## src/rtl/game_defs.sv

```systemverilog
// Shared definitions for the game datapath: move codes, coordinate and map widths,
// the scheduler state type and a helper that folds unused move codes onto "none".
package game_defs;

    localparam int unsigned COORD_W = 5;
    localparam int unsigned MAP_W   = 2;

    localparam logic [2:0] MOVE_NONE  = 3'b000;
    localparam logic [2:0] MOVE_UP    = 3'b001;
    localparam logic [2:0] MOVE_DOWN  = 3'b010;
    localparam logic [2:0] MOVE_LEFT  = 3'b011;
    localparam logic [2:0] MOVE_RIGHT = 3'b100;

    typedef logic [COORD_W-1:0] coord_t;

    typedef enum logic [1:0] {
        StIdle,
        StLookup,
        StCommit
    } sched_state_e;

    // Codes 101-111 carry no move and behave exactly like MOVE_NONE.
    function automatic logic [2:0] move_sanitize(input logic [2:0] code);
        return (code > MOVE_RIGHT) ? MOVE_NONE : code;
    endfunction

endpackage

```

## src/rtl/move_cooldown.sv

```systemverilog
// Per-player move cooldown counter.
// Ports:
//   clk    - system clock
//   resetn - synchronous active-low reset, clears the counter
//   clear  - synchronous clear (game restart), clears the counter
//   load   - load COOLDOWN (takes priority over counting down)
//   zero   - high while the counter is zero, i.e. the player may be granted again
module move_cooldown #(
    parameter int unsigned COOLDOWN = 12500000,
    parameter int unsigned CNT_W    = 24
) (
    input  logic clk,
    input  logic resetn,
    input  logic clear,
    input  logic load,
    output logic zero
);

    logic [CNT_W-1:0] cnt_q, cnt_d;

    always_comb begin
        cnt_d = cnt_q;
        if (load) begin
            cnt_d = CNT_W'(COOLDOWN);
        end else if (cnt_q != '0) begin
            cnt_d = cnt_q - 1'b1;
        end
    end

    always_ff @(posedge clk) begin
        if (!resetn) begin
            cnt_q <= '0;
        end else if (clear) begin
            cnt_q <= '0;
        end else begin
            cnt_q <= cnt_d;
        end
    end

    assign zero = (cnt_q == '0);

endmodule

```

## src/rtl/move_scheduler.sv

```systemverilog
// Round-robin scheduler sharing one external combinational collision detector between
// two players. Owns both position registers, per-player cooldowns and the overlap check.
// Ports:
//   clk, resetn           - clock, synchronous active-low reset
//   restart               - level restart: reload start positions, abort any in-flight op
//   map_i                 - current map select (captured at grant)
//   req_i                 - per-player move request, held until ack
//   move0_i / move1_i     - per-player move codes
//   ack_o                 - one-cycle pulse when that player's move is committed or rejected
//   p0_x/p0_y, p1_x/p1_y  - player positions
//   cd_x/cd_y/cd_move/cd_map - detector inputs
//   cd_new_x/cd_new_y     - detector result
//   busy_o                - high while an op is in LOOKUP or COMMIT
module move_scheduler
    import game_defs::*;
#(
    parameter int unsigned         COOLDOWN = 12500000,
    parameter int unsigned         CNT_W    = 24,
    parameter logic [COORD_W-1:0]  P0_X     = 5'd1,
    parameter logic [COORD_W-1:0]  P0_Y     = 5'd1,
    parameter logic [COORD_W-1:0]  P1_X     = 5'd30,
    parameter logic [COORD_W-1:0]  P1_Y     = 5'd30
) (
    input  logic               clk,
    input  logic               resetn,
    input  logic               restart,
    input  logic [MAP_W-1:0]   map_i,
    input  logic [1:0]         req_i,
    input  logic [2:0]         move0_i,
    input  logic [2:0]         move1_i,
    output logic [1:0]         ack_o,
    output logic [COORD_W-1:0] p0_x,
    output logic [COORD_W-1:0] p0_y,
    output logic [COORD_W-1:0] p1_x,
    output logic [COORD_W-1:0] p1_y,
    output logic [COORD_W-1:0] cd_x,
    output logic [COORD_W-1:0] cd_y,
    output logic [2:0]         cd_move,
    output logic [MAP_W-1:0]   cd_map,
    input  logic [COORD_W-1:0] cd_new_x,
    input  logic [COORD_W-1:0] cd_new_y,
    output logic               busy_o
);

    sched_state_e     state_q, state_d;
    logic             win_q, win_d;
    logic             last_q, last_d;   // player granted most recently
    logic [2:0]       mv_q, mv_d;
    logic [MAP_W-1:0] map_q, map_d;
    coord_t           cand_x_q, cand_x_d;
    coord_t           cand_y_q, cand_y_d;
    coord_t           pos_x_q [2];
    coord_t           pos_y_q [2];
    coord_t           pos_x_d [2];
    coord_t           pos_y_d [2];

    logic [1:0] cool_zero;
    logic [1:0] cool_load;
    logic [1:0] elig;
    logic [2:0] mv0, mv1;
    logic       grant;

    for (genvar g = 0; g < 2; g++) begin : gen_cool
        move_cooldown #(
            .COOLDOWN (COOLDOWN),
            .CNT_W    (CNT_W)
        ) u_cool (
            .clk    (clk),
            .resetn (resetn),
            .clear  (restart),
            .load   (cool_load[g]),
            .zero   (cool_zero[g])
        );
    end

    assign mv0     = move_sanitize(move0_i);
    assign mv1     = move_sanitize(move1_i);
    assign elig[0] = req_i[0] & (mv0 != MOVE_NONE) & cool_zero[0];
    assign elig[1] = req_i[1] & (mv1 != MOVE_NONE) & cool_zero[1];
    // On a tie the player not granted last wins; otherwise the single eligible one.
    assign grant   = (elig == 2'b11) ? ~last_q : elig[1];

    always_comb begin
        state_d   = state_q;
        win_d     = win_q;
        last_d    = last_q;
        mv_d      = mv_q;
        map_d     = map_q;
        cand_x_d  = cand_x_q;
        cand_y_d  = cand_y_q;
        pos_x_d   = pos_x_q;
        pos_y_d   = pos_y_q;
        cool_load = '0;
        ack_o     = '0;

        unique case (state_q)
            StIdle: begin
                if (elig != 2'b00) begin
                    win_d   = grant;
                    last_d  = grant;
                    mv_d    = grant ? mv1 : mv0;
                    map_d   = map_i;
                    state_d = StLookup;
                end
            end
            StLookup: begin
                cand_x_d = cd_new_x;
                cand_y_d = cd_new_y;
                state_d  = StCommit;
            end
            StCommit: begin
                ack_o[win_q]     = 1'b1;
                cool_load[win_q] = 1'b1;
                // Moving onto the other player is rejected but still acknowledged.
                if (!((cand_x_q == pos_x_q[~win_q]) && (cand_y_q == pos_y_q[~win_q]))) begin
                    pos_x_d[win_q] = cand_x_q;
                    pos_y_d[win_q] = cand_y_q;
                end
                state_d = StIdle;
            end
            default: state_d = StIdle;
        endcase

        // An op aborted by reset or restart produces no ack.
        if (!resetn || restart) begin
            ack_o = '0;
        end
    end

    always_ff @(posedge clk) begin
        if (!resetn) begin
            state_q    <= StIdle;
            win_q      <= 1'b0;
            last_q     <= 1'b1;
            mv_q       <= MOVE_NONE;
            map_q      <= '0;
            cand_x_q   <= '0;
            cand_y_q   <= '0;
            pos_x_q[0] <= P0_X;
            pos_y_q[0] <= P0_Y;
            pos_x_q[1] <= P1_X;
            pos_y_q[1] <= P1_Y;
        end else if (restart) begin
            // Round-robin pointer survives a restart.
            state_q    <= StIdle;
            win_q      <= 1'b0;
            mv_q       <= MOVE_NONE;
            pos_x_q[0] <= P0_X;
            pos_y_q[0] <= P0_Y;
            pos_x_q[1] <= P1_X;
            pos_y_q[1] <= P1_Y;
        end else begin
            state_q  <= state_d;
            win_q    <= win_d;
            last_q   <= last_d;
            mv_q     <= mv_d;
            map_q    <= map_d;
            cand_x_q <= cand_x_d;
            cand_y_q <= cand_y_d;
            pos_x_q  <= pos_x_d;
            pos_y_q  <= pos_y_d;
        end
    end

    always_comb begin
        if (state_q == StLookup) begin
            cd_x    = pos_x_q[win_q];
            cd_y    = pos_y_q[win_q];
            cd_move = mv_q;
            cd_map  = map_q;
        end else begin
            cd_x    = pos_x_q[0];
            cd_y    = pos_y_q[0];
            cd_move = MOVE_NONE;
            cd_map  = map_i;
        end
    end

    assign busy_o = (state_q != StIdle);
    assign p0_x   = pos_x_q[0];
    assign p0_y   = pos_y_q[0];
    assign p1_x   = pos_x_q[1];
    assign p1_y   = pos_y_q[1];

endmodule

```

## config.mk

```make
export PLATFORM = sky130hd
export DESIGN_NAME = move_scheduler
export DESIGN_NICKNAME = d
export VERILOG_FILES = /design/src/rtl/game_defs.sv /design/src/rtl/move_cooldown.sv /design/src/rtl/move_scheduler.sv
export SDC_FILE = /design/constraint.sdc
export NUM_CORES = 1
export LEC_CHECK = 0
export ABC_CLOCK_PERIOD_IN_PS = 5870
export BUFFER_PORTS_ARGS = -buffer_cell sky130_fd_sc_hd__buf_2
export CAP_MARGIN = 40
export CORE_MARGIN = 2
export CORE_UTILIZATION = 63
export DETAILED_ROUTE_END_ITERATION = 10
export PLACE_DENSITY = 0.86
export SYNTH_ARGS = -nofsm -noshare
export SYNTH_HDL_FRONTEND = slang
export SYNTH_HIERARCHICAL = 1
export SYNTH_SLANG_ARGS = --single-unit
export TNS_END_PERCENT = 50
```

## constraint.sdc

```tcl
create_clock -name clk -period 5.87 [get_ports clk]
set_clock_uncertainty 0.05 [all_clocks]
set_input_delay 0.8805 -clock clk [delete_from_list [all_inputs] [get_ports clk]]
set_output_delay 0.8805 -clock clk [all_outputs]
set_load 0.03 [all_outputs]
```

=== Word level (Yosys, flattened, before mapping) ===
Index checks and enable logic that the tools add are counted.

* Add/subtract/negate cells: 2
* Multiply operators: 0
* Div/mod/pow operators: 0
* Magnitude comparators: 7
* Eq/ne operators: 6
* Shift-type cells: 0
* Multiplexer cells: 34
* Bitwise logic cells: 11
* Reductions and logical operators: 23

{| class="wikitable"
|+ Operators by type and width
! operator !! number
|-
| 2-to-1 mux 24 bit || 4
|-
| 2-to-1 mux 5 bit || 15
|-
| zero test 24 bit || 2
|-
| nonzero test 24 bit || 2
|-
| subtractor 24 x 1 -> 24 bit, second input constant || 2
|-
| bitwise mux 10 bit || 2
|-
| 2-to-1 mux 3 bit || 4
|-
| equality test 5 bit || 2
|-
| 2-to-1 mux 2 bit || 4
|-
| nonzero test 2 bit || 4
|-
| > comparator 3 bit, second input constant || 2
|-
| AND reduction 2 bit || 3
|-
| nonzero test 3 bit || 2
|-
| OR reduction 3 bit || 2
|-
| demux 5 bit (select 1 bit) || 1
|-
| inverter 1 bit || 5
|-
| bitwise AND 1 bit || 4
|-
| equality test 2 bit, second input constant || 2
|-
| >= comparator 2 bit, second input constant || 2
|-
| inverter 1 -> 2 bit || 2
|-
| one-hot mux 2 bit (2 select lines) || 1
|-
| logical AND 1 bit || 3
|-
| AND reduction 3 bit || 1
|-
| equality test 2 x 1 -> 1 bit, second input constant || 1
|-
| other kinds (10) || 11
|}

* Bits in registers: 87
* Bits in latches: 0
* RAM bits: 0
* ROM bits: 0
* Bits of input ports: 23
* Output and inout bits: 38
* Logic and storage cells: 98
* Memories kept: 0

=== Longest topological paths before layout ===
Gate-level depths: netlist (run 1).

* Depth after elaboration: 9
* Depth in mapped cells: 9

=== Hierarchy ===
Netlist (run 1), hierarchy kept.

{| class="wikitable"
|+ Modules (own cells, without submodules)
! module !! instances !! cells an instance !! area an instance (µm²) !! seq. area each (µm²)
|-
| move_cooldown || 2 || 141 || 1271.2 || 480.5
|-
| move_scheduler || 1 || 282 || 2284.7 || 780.7
|}

=== Worst setup path before layout (run 1) ===
Ideal clock, no wire load.

* Path kind: register to output
* Start: reg state_q[0]
* End: out cd_x[1]
* Arrival: 1.761 ns
* Required time: 4.939 ns
* Slack: 3.178 ns
* Cell stages (with the launch flop): 6
* Path buffers: 2
* Path through: dfxtp_1 > nor2b_1 > clkbuf_1 > nand2_1 > clkbuf_1 > o21ai_0

* Cells in the longest elaborated chain, start to end: 2

{| class="wikitable"
|+ Ends and longest elaborated chain
! what !! line !! text
|-
| from (decl) || move_scheduler.sv:45 || <nowiki>sched_state_e state_q, state_d;</nowiki>
|-
| from (signal assigned) || move_scheduler.sv:132 || <nowiki>state_q <= StIdle;</nowiki>
|-
| from (signal assigned) || move_scheduler.sv:145 || <nowiki>state_q <= StIdle;</nowiki>
|-
| from (signal assigned) || move_scheduler.sv:153 || <nowiki>state_q <= state_d;</nowiki>
|-
| equality test 2 x 1 -> 1 bit || move_scheduler.sv:166 || <nowiki>if (state_q == StLookup) begin</nowiki>
|-
| 2-to-1 mux 5 bit || move_scheduler.sv:166 ||
|-
| to (decl) || move_scheduler.sv:36 || <nowiki>output logic [COORD_W-1:0] cd_x,</nowiki>
|}

Every way passes these cells.

=== Worst setup path in the final report (run 1) ===
* Start: reg win_q
* End: out cd_y[2]

* Cells in the longest elaborated chain, start to end: 5

{| class="wikitable"
|+ Ends and longest elaborated chain
! what !! line !! text
|-
| from (decl) || move_scheduler.sv:46 || <nowiki>logic win_q, win_d;</nowiki>
|-
| from (signal assigned) || move_scheduler.sv:154 || <nowiki>win_q <= win_d;</nowiki>
|-
| inverter 1 -> 2 bit (not written as such) || move_scheduler.sv:168 || <nowiki>cd_y = pos_y_q[win_q];</nowiki>
|-
| 2-to-1 mux 5 bit (not written as such) (3 in a row) || move_scheduler.sv:168 ||
|-
| 2-to-1 mux 5 bit || move_scheduler.sv:166 ||
|-
| to (decl) || move_scheduler.sv:37 || <nowiki>output logic [COORD_W-1:0] cd_y,</nowiki>
|}

Every way passes these cells. The select of a mux whose other input is x is not followed.

==> reports/qor.txt, run 1 <==
CP Data Arrival Time: 2.38 ns
Crit Path Category: reg -> out
delay-heaviest family, CP: flip-flops
Crit Path Max Fanout: 18
detailed-route via count: 4438
CTS sink cnt: 87
minimum clock period: 3.31 ns
Root Buffer: clkbuf_8
htree depth: 3
die area: 0.00838 mm²
Hold-fix buffers, CTS: 0
leakage: 0.00222 µW
worst hold margin: 0.440 ns
Post-Place Cells: 695
first-pass iteration count of the detailed router: 5
Detail Placement HPWL: 8.05 mm
post-layout net count: 634
fin. max-slew vios: 0
setup TNS: 0 ns
overall routing resource usage: 0.289
Initial Utilization: 0.658
reg-to-reg setup timing slack: 2.84 ns
reg2reg end: p0_x[0]
non-filler cells, final: 711
Final setup violation count: 0
Detailed Route WL: 11.4 mm
pwr dens: 500 mW/mm²
Pwr Total: 2650 µW
RSZ-0062 raised after global routing: false
cells on worst reg2reg path: 5
crit path from: win_q
fraction of registers with async set/reset: 0
WL/cell: 16.1 µm
relative slew slack: 0.350
status: completed
worst vdd ir: 296 µV
Critical Path Stages: 3
Final Hold Vio Count: 0
Clk pin slew, worst setup/hold paths: 0.09 ns
cts bufs inserted: 9
Crit path buffers/inverters: 1
synth-to-layout area growth: 10.1%
fmax: 302 MHz
number of global-route vias before repair: 4359
I/O Buffers: 60
cts repair resizes: 0
Worst Tran Pin Value: 0.973 ns
row cnt: 31
Mean Syn Cell Area: 8.56 µm²
layout cell share with drive strength beyond 1: 0.181
Yosys reg bits: 87
Req. time, crit path: 4.94 ns
initial antenna violation count: 0
die width: 91.5 µm
Final Instance Area: 0.00531 mm²
Worst-Skew Late Latency: 0.36 ns
post-synthesis instance total: 564
Die Span Y: 91.5 µm
largest net degree at the start of global routing: 34
post-synth cell types: 57
CTS Buffer Depth: 2
Setup crit end kind: output pin
Diodes inserted: 0
fin crit share: 0.563
predominant post-synthesis flop cell: dfxtp_1
sequential cell area fraction in the yosys report: 0.361
max cap viols: 0
crit start category: register
R2R Path Start: win_q
CP Capture Point: cd_y[2]
HP Class: reg -> reg
total grt overflow: 0
mapped cell area: 0.00483 mm²
CTS tree: yes
Worst path max stage delay: 0.81 ns
Vias/cell: 6.24
core area: 0.00733 mm²
dpl cell area: 0.00512 mm²
Post-CTS Setup Inserts: 0
DRC: 0
Crit-path slowest cell: dfxtp_1
DRT antenna net count: 0
Top-Level Pins: 61
RePlAce Congestion: 0.951
critical-path cell list: nand2_1 -> o21ai_0 -> buf_2
syn_nets: 591
Filler Cells Inserted: 556
first-pass GRT wire length: 20.1 mm
First DRT Iteration DRCs: 268
total of warnings raised by yosys: 6
Post-synth EDFFs: 0
## worst min path at each step
stage,startpoint,endpoint,cells past startpoint
floorplan,mv_q[2],mv_q[2],2
global route,gen_cool[0].u_cool/cnt_q[6],gen_cool[0].u_cool/cnt_q[6],2
detailed placement,mv_q[2],mv_q[2],2
global placement,mv_q[2],mv_q[2],2
CTS,mv_q[2],mv_q[2],2
finish,gen_cool[0].u_cool/cnt_q[1],gen_cool[0].u_cool/cnt_q[1],2
## cell usage after synthesis (3+ instances only)
master     n  area (µm²)
nor3b_1    5        37.5
xnor2_1   13         114
clkbuf_1  20        75.1
dfxtp_1   87        1740
o21a_1    20         150
nor2_1    34         128
nand4_1    6        37.5
mux2i_1   12         120
or2_2      5        31.3
nor3_1    10        50.1
and2_1     5        31.3
or3_1     29         181
ha_1       4        50.1
xor2_1    29         254
nor4_1    22         138
a21oi_1   26         130
nand2b_1   9        56.3
o21ai_0   26         130
and4_1     3        26.3
inv_1     20        75.1
nor2b_1    9        56.3
a21boi_0  12        90.1
buf_2      3        15.0
nor4_4     4        85.1
nand2_1   50         188
nand3_1   16        80.1
o211ai_1  16         120
o22ai_1   10        62.6
o21ba_2    3        30.0
o311ai_0  10        87.6
mux2_2     4        45.0
o31a_1     4        35.0
## flip-flops by register name (all words and copies together) (netlist names)
signal                 count
p0_y                       5
cand_x_q                   5
state_q                    2
p1_x                       5
p0_x                       5
map_q                      2
cand_y_q                   5
last_q                     1
p1_y                       5
gen_cool.u_cool/cnt_q     48
win_q                      1
mv_q                       3
## cells in the final DEF, fill, tap and decap left out, types with 4 or more instances in the layout
master	count
o22ai_1	10
nor3b_1	5
o31a_1	4
nor4_1	22
nand2b_1	9
nor2_1	34
nor2b_1	8
a21boi_0	12
o21ai_0	26
o211ai_1	16
and2_1	5
nand2_1	50
a21oi_1	26
clkbuf_8	11
ha_1	4
nor3_1	10
dfxtp_1	87
nand4_1	6
or2_2	5
buf_2	60
mux2i_1	12
nand3_1	16
inv_1	20
mux2_2	4
o311ai_0	10
nor4_4	4
xnor2_1	13
or3_1	29
xor2_1	29
o21a_1	20
## worst reg2reg max path: cells and delay by family (launching register included)
kind             cells  cell delay [ns]
flip-flops           1             0.81
AO/OA/AOI/OAI        2             0.81
multiplexers         1             0.32
XOR/XNOR             1             0.23
AND/OR/NAND/NOR      1             0.66
## final cells by class
cell class,instances,area (µm²),share of cell area
sequential,87,1740,0.328
tap,99,124,0.0233
multi-input combinational,427,2870,0.540
timing repair buffer,61,308,0.0579
clock buffer,11,151,0.0285
inverter,21,78.8,0.0148
clock inverter,5,41.3,0.00777
## per-layer routing
| layer | GRT usage | wire length (µm) | share of wire | vias to the layer above |
|---|---|---|---|---|
| met5 | 0 | 0 | 0 | - |
| li1 | - | - | - | 2137 |
| met1 | 0.358 | 4910 | 0.43 | 2070 |
| met4 | 0.116 | 288 | 0.025 | 0 |
| met3 | 0.0647 | 740 | 0.065 | 36 |
| met2 | 0.485 | 5480 | 0.48 | 195 |
## logic make-up after synthesis
| kind of cell | Yosys count | synth area share |
|---|---|---|
| muxes | 16 | 0.0342 |
| AOI/OAI and AO/OA | 140 | 0.201 |
| and+or+nand+nor | 225 | 0.272 |
| adders and majority gates | 4 | 0.0104 |
| buffers and inverters | 50 | 0.0456 |
| DFF | 87 | 0.361 |
| xor gates and xnor gates | 42 | 0.0762 |
## power by group
part           total (µW)  switching [µW]  internal [µW]
Sequential            824             126            699
Clock                 406             226            180
Combinational        1420             825            600
Total                2650            1180           1480
## stage by stage
stage / worst slack, ns / util
finish: 2.56 / 0.725
global route: 2.35 / 0.725
CTS: 2.59 / 0.725
detailed placement: 2.97 / 0.698
global placement: 3.06 / 0.698
floorplan: 3.18 / -
Note: power is estimated with default switching activity, not from simulation.
==> inputs of run 2 (changes only) <==
Settings changed: ABC_AREA set to 1, ABC_CLOCK_PERIOD_IN_PS 5870 to 3100, CORE_UTILIZATION 63 to 59, PLACE_DENSITY 0.86 to 0.81.
Clock period 5.87 ns to 3.1 ns, I/O delays scaled along.
==> run 2 against run 1 <==
- power grew to 2.6 times the previous value
- utilization shrank 7.0 points
- first-iteration DRC count is 8.6% higher
- combinational power rose to 3.2 times the previous value
- clock power increased by 69%
- global-route usage fell by 2.9 points
- wire length up 7.2%
- synthesized cell count increased by 34%
- count of clock-buffer cells in the layout up 2
- hold slack got worse by 0.10 ns
- sequential share of layout area fell by 1.8 points
- worst setup slack worse by 1.9 ns
- highest routed layer unchanged
==> reports/qor.txt, run 2 <==
cts bufs inserted: 9 (unchanged)
count leader, synth: nand2_1
CTS sink cnt: 87 (unchanged)
hold depth: 3 (+1)
Final setup violation count: 0 (unchanged)
Hold EP: map_q[0]
predominant post-synthesis flop cell: dfxtp_1
Crit Path Max Fanout: 15 (-3)
dominant cells by area after synthesis: dfxtp_1, nand2_1, nand3_1
Die Span Y: 97.7 µm (+6.7%)
worst vdd ir: 932 µV (+220%)
final core utilization: 0.654 (-0.0702)
Final Hold Vio Count: 0 (unchanged)
post-synth cell types: 31 (-46%)
cells on worst reg2reg path: 13 (+8)
initial antenna violation count: 0 (unchanged)
post-synthesis instance total: 756 (+34%)
sw frac: 0.523 (+0.0799)
RSZ-0062 raised after global routing: false
commonest cells after routing, fill and taps aside: nand2_1, nor2_1, dfxtp_1, nand3_1, inv_1
first-pass iteration count of the detailed router: 5 (unchanged)
status: completed
area leader, netlist: dfxtp_1
layout cell share with drive strength beyond 1: 0.207 (+0.0260)
Worst-Skew Late Latency: 0.35 ns (about the same)
DRC: 0 (unchanged)
max cap viols: 0 (unchanged)
Hold Crit Start: map_i[0]
Yosys reg bits: 87 (unchanged)
Mean Syn Cell Area: 6.85 µm² (-20%)
DRT antenna net count: 0 (unchanged)
fraction of registers with async set/reset: 0 (unchanged)
largest net degree at the start of global routing: 26 (-24%)
number of global-route vias before repair: 4693 (+7.7%)
fin crit share: 0.781
Pwr Total: 6980 µW (+160%)
HP Class: in -> reg
Post-synth EDFFs: 0 (unchanged)
Req. time, crit path: 2.58 ns (-2.36 ns)
Filler Cells Inserted: 769 (+38%)
sequential share of power: 0.240 (-0.070)
crit start category: register
post-layout net count: 832 (+31%)
overall routing resource usage: 0.261 (-0.0287)
total grt overflow: 0 (unchanged)
htree depth: 3 (unchanged)
fin. max-slew vios: 0 (unchanged)
row cnt: 34 (+9.7%)
synth cell count leaders: nand2_1, nor2_1, dfxtp_1, nand3_1, inv_1
Vias/cell: 5.42 (-13%)
Post-CTS Setup Inserts: 0 (unchanged)
most common cell after layout, fill and taps aside: nand2_1
largest register by flop count: gen_cool.u_cool/cnt_q
RePlAce Congestion: 0.929 (-2.4%)
die width: 97.7 µm (+6.7%)
pwr dens: 1240 mW/mm² (+150%)
I/O Buffers: 60 (unchanged)
total of warnings raised by yosys: 6 (unchanged)
synth-to-layout area growth: 8.63%
Clock Power Share: 0.098 (-0.055)
detailed-route via count: 4971 (+12%)
sequential cell area fraction in the yosys report: 0.336 (-0.0244)
Top-Level Pins: 61 (unchanged)
minimum clock period: 2.42 ns
R2R Path Start: win_q
syn_nets: 783 (+32%)
core area: 0.00859 mm² (+17%)
first-pass GRT wire length: 20.9 mm (+4.3%)
reg2reg end: p1_x[1]
P_sw: 3650 µW (+210%)
CTS Buffer Depth: 2 (unchanged)
top cell type's share of synthesized area: 0.336 (-0.0244)
Place WS: 1.01 ns (-1.96 ns)
fmax: 413 MHz
Hold-fix buffers, CTS: 0 (unchanged)
die area: 0.00954 mm² (+14%)
relative slew slack: 0.573 (+0.223)
Crit Path Category: reg -> out
First DRT Iteration DRCs: 291 (+8.6%)
Root Buffer: clkbuf_8
mapped cell area: 0.00518 mm² (+7.3%)
cts repair resizes: 0 (unchanged)
Worst Tran Pin Value: 0.639 ns (-0.334 ns)
Detailed Route WL: 12.2 mm (+7.2%)
Clk pin slew, worst setup/hold paths: 0.08 ns (about the same)
Detail Placement HPWL: 9.10 mm (+13%)
max FFs per register: 48 (unchanged)
Initial Utilization: 0.603 (-0.0560)
CP Data Arrival Time: 1.91 ns (-0.47 ns)
Pint: 3330 µW (+130%)
setup TNS: 0 ns (unchanged)
combinational share of power: 0.661 (+0.124)
Setup crit end kind: output pin
WL/cell: 13.3 µm (-17%)
reg-to-reg setup timing slack: 0.97 ns (-1.87 ns)
leakage: 0.00268 µW (+20%)
Diodes inserted: 0 (unchanged)
CTS tree: yes
Final Worst Setup Slack: 0.680 ns (-1.88 ns)
-- run 2: changes by cell type after synthesis, moves of 21 or more --
cell / before / now
nand2_1: 50 / 180
nand3_1: 16 / 78
nor2_1: 34 / 92
inv_1: 20 / 72
or3_1: 29 / 0
nand3_2: 0 / 27
nor2_2: 2 / 25
nor4_1: 22 / 0
a21oi_1: 26 / 47
-- run 2: critical path: stages, from the launching register on --
cell,delay [ns]
dfxtp_1,0.32
inv_1,0.06
nor2_1,0.04
buf_4,0.17
nand2_1,0.41
mux2_2,0.39
buf_2,0.17
-- run 2: cell type report --
cell class	instances	area, µm²	area share
clock buffers	13	139	0.0247
flip-flops and latches	87	1740	0.310
well taps	108	135	0.0240
inverters	75	284	0.0505
multi-input cells	566	2960	0.526
repair buffers	66	345	0.0614
clock inverters	3	20.0	0.00356
-- run 2: logic make-up (layout without fill, tap and decap cells) --
family | count (synthesis) | in the layout | synth area share
simple gates | 452 | 452 | 0.428
buf+inv | 103 | 157 | 0.0921
compound gates | 92 | 92 | 0.102
flops | 87 | 87 | 0.336
xor+xnor | 17 | 17 | 0.0288
fa+ha+maj | 4 | 4 | 0.00967
mux | 1 | 1 | 0.00217
-- run 2: layer usage --
layer / vias up / global-route usage / wire length [µm]
met5: - / 0 / 0
met4: 0 / 0.0887 / 219
met2: 132 / 0.448 / 5940
met3: 19 / 0.0367 / 642
li1: 2534 / - / -
met1: 2286 / 0.336 / 5440
-- run 2: worst max path at each step --
stage / from / endpoint / slack [ns] / depth (start not counted)
after global routing: state_q[0] / cd_y[3] / 0.56 / 6
after global placement: resetn / ack_o[1] / 1.06 / 6
after CTS: state_q[0] / cd_x[1] / 0.68 / 6
after detailed placement: win_q / p1_y[2] / 1.01 / 13
after floorplan: state_q[0] / cd_x[3] / 0.81 / 5
final: state_q[0] / cd_x[1] / 0.68 / 6
-- run 2: through the flow --
step                      std cells  hold WS [ns]  instance area (µm²)
after floorplan                 756         0.372                 5180
after global placement          902         0.387                 5470
after detailed placement        902         0.397                 5470
after CTS                       918         0.325                 5620
after global routing            918         0.339                 5620
final                           918         0.340                 5620
-- run 2: power groups by stage --
stage | clock [µW] | combinational (µW) | sequential, µW
2_1_floorplan | 0 | 4090 | 1630
6_report | 686 | 4610 | 1680
5_1_grt | 748 | 5200 | 1710
4_1_cts | 700 | 4600 | 1670
3_5_place_dp | 0 | 4560 | 1690
3_3_place_gp | 0 | 4400 | 1680
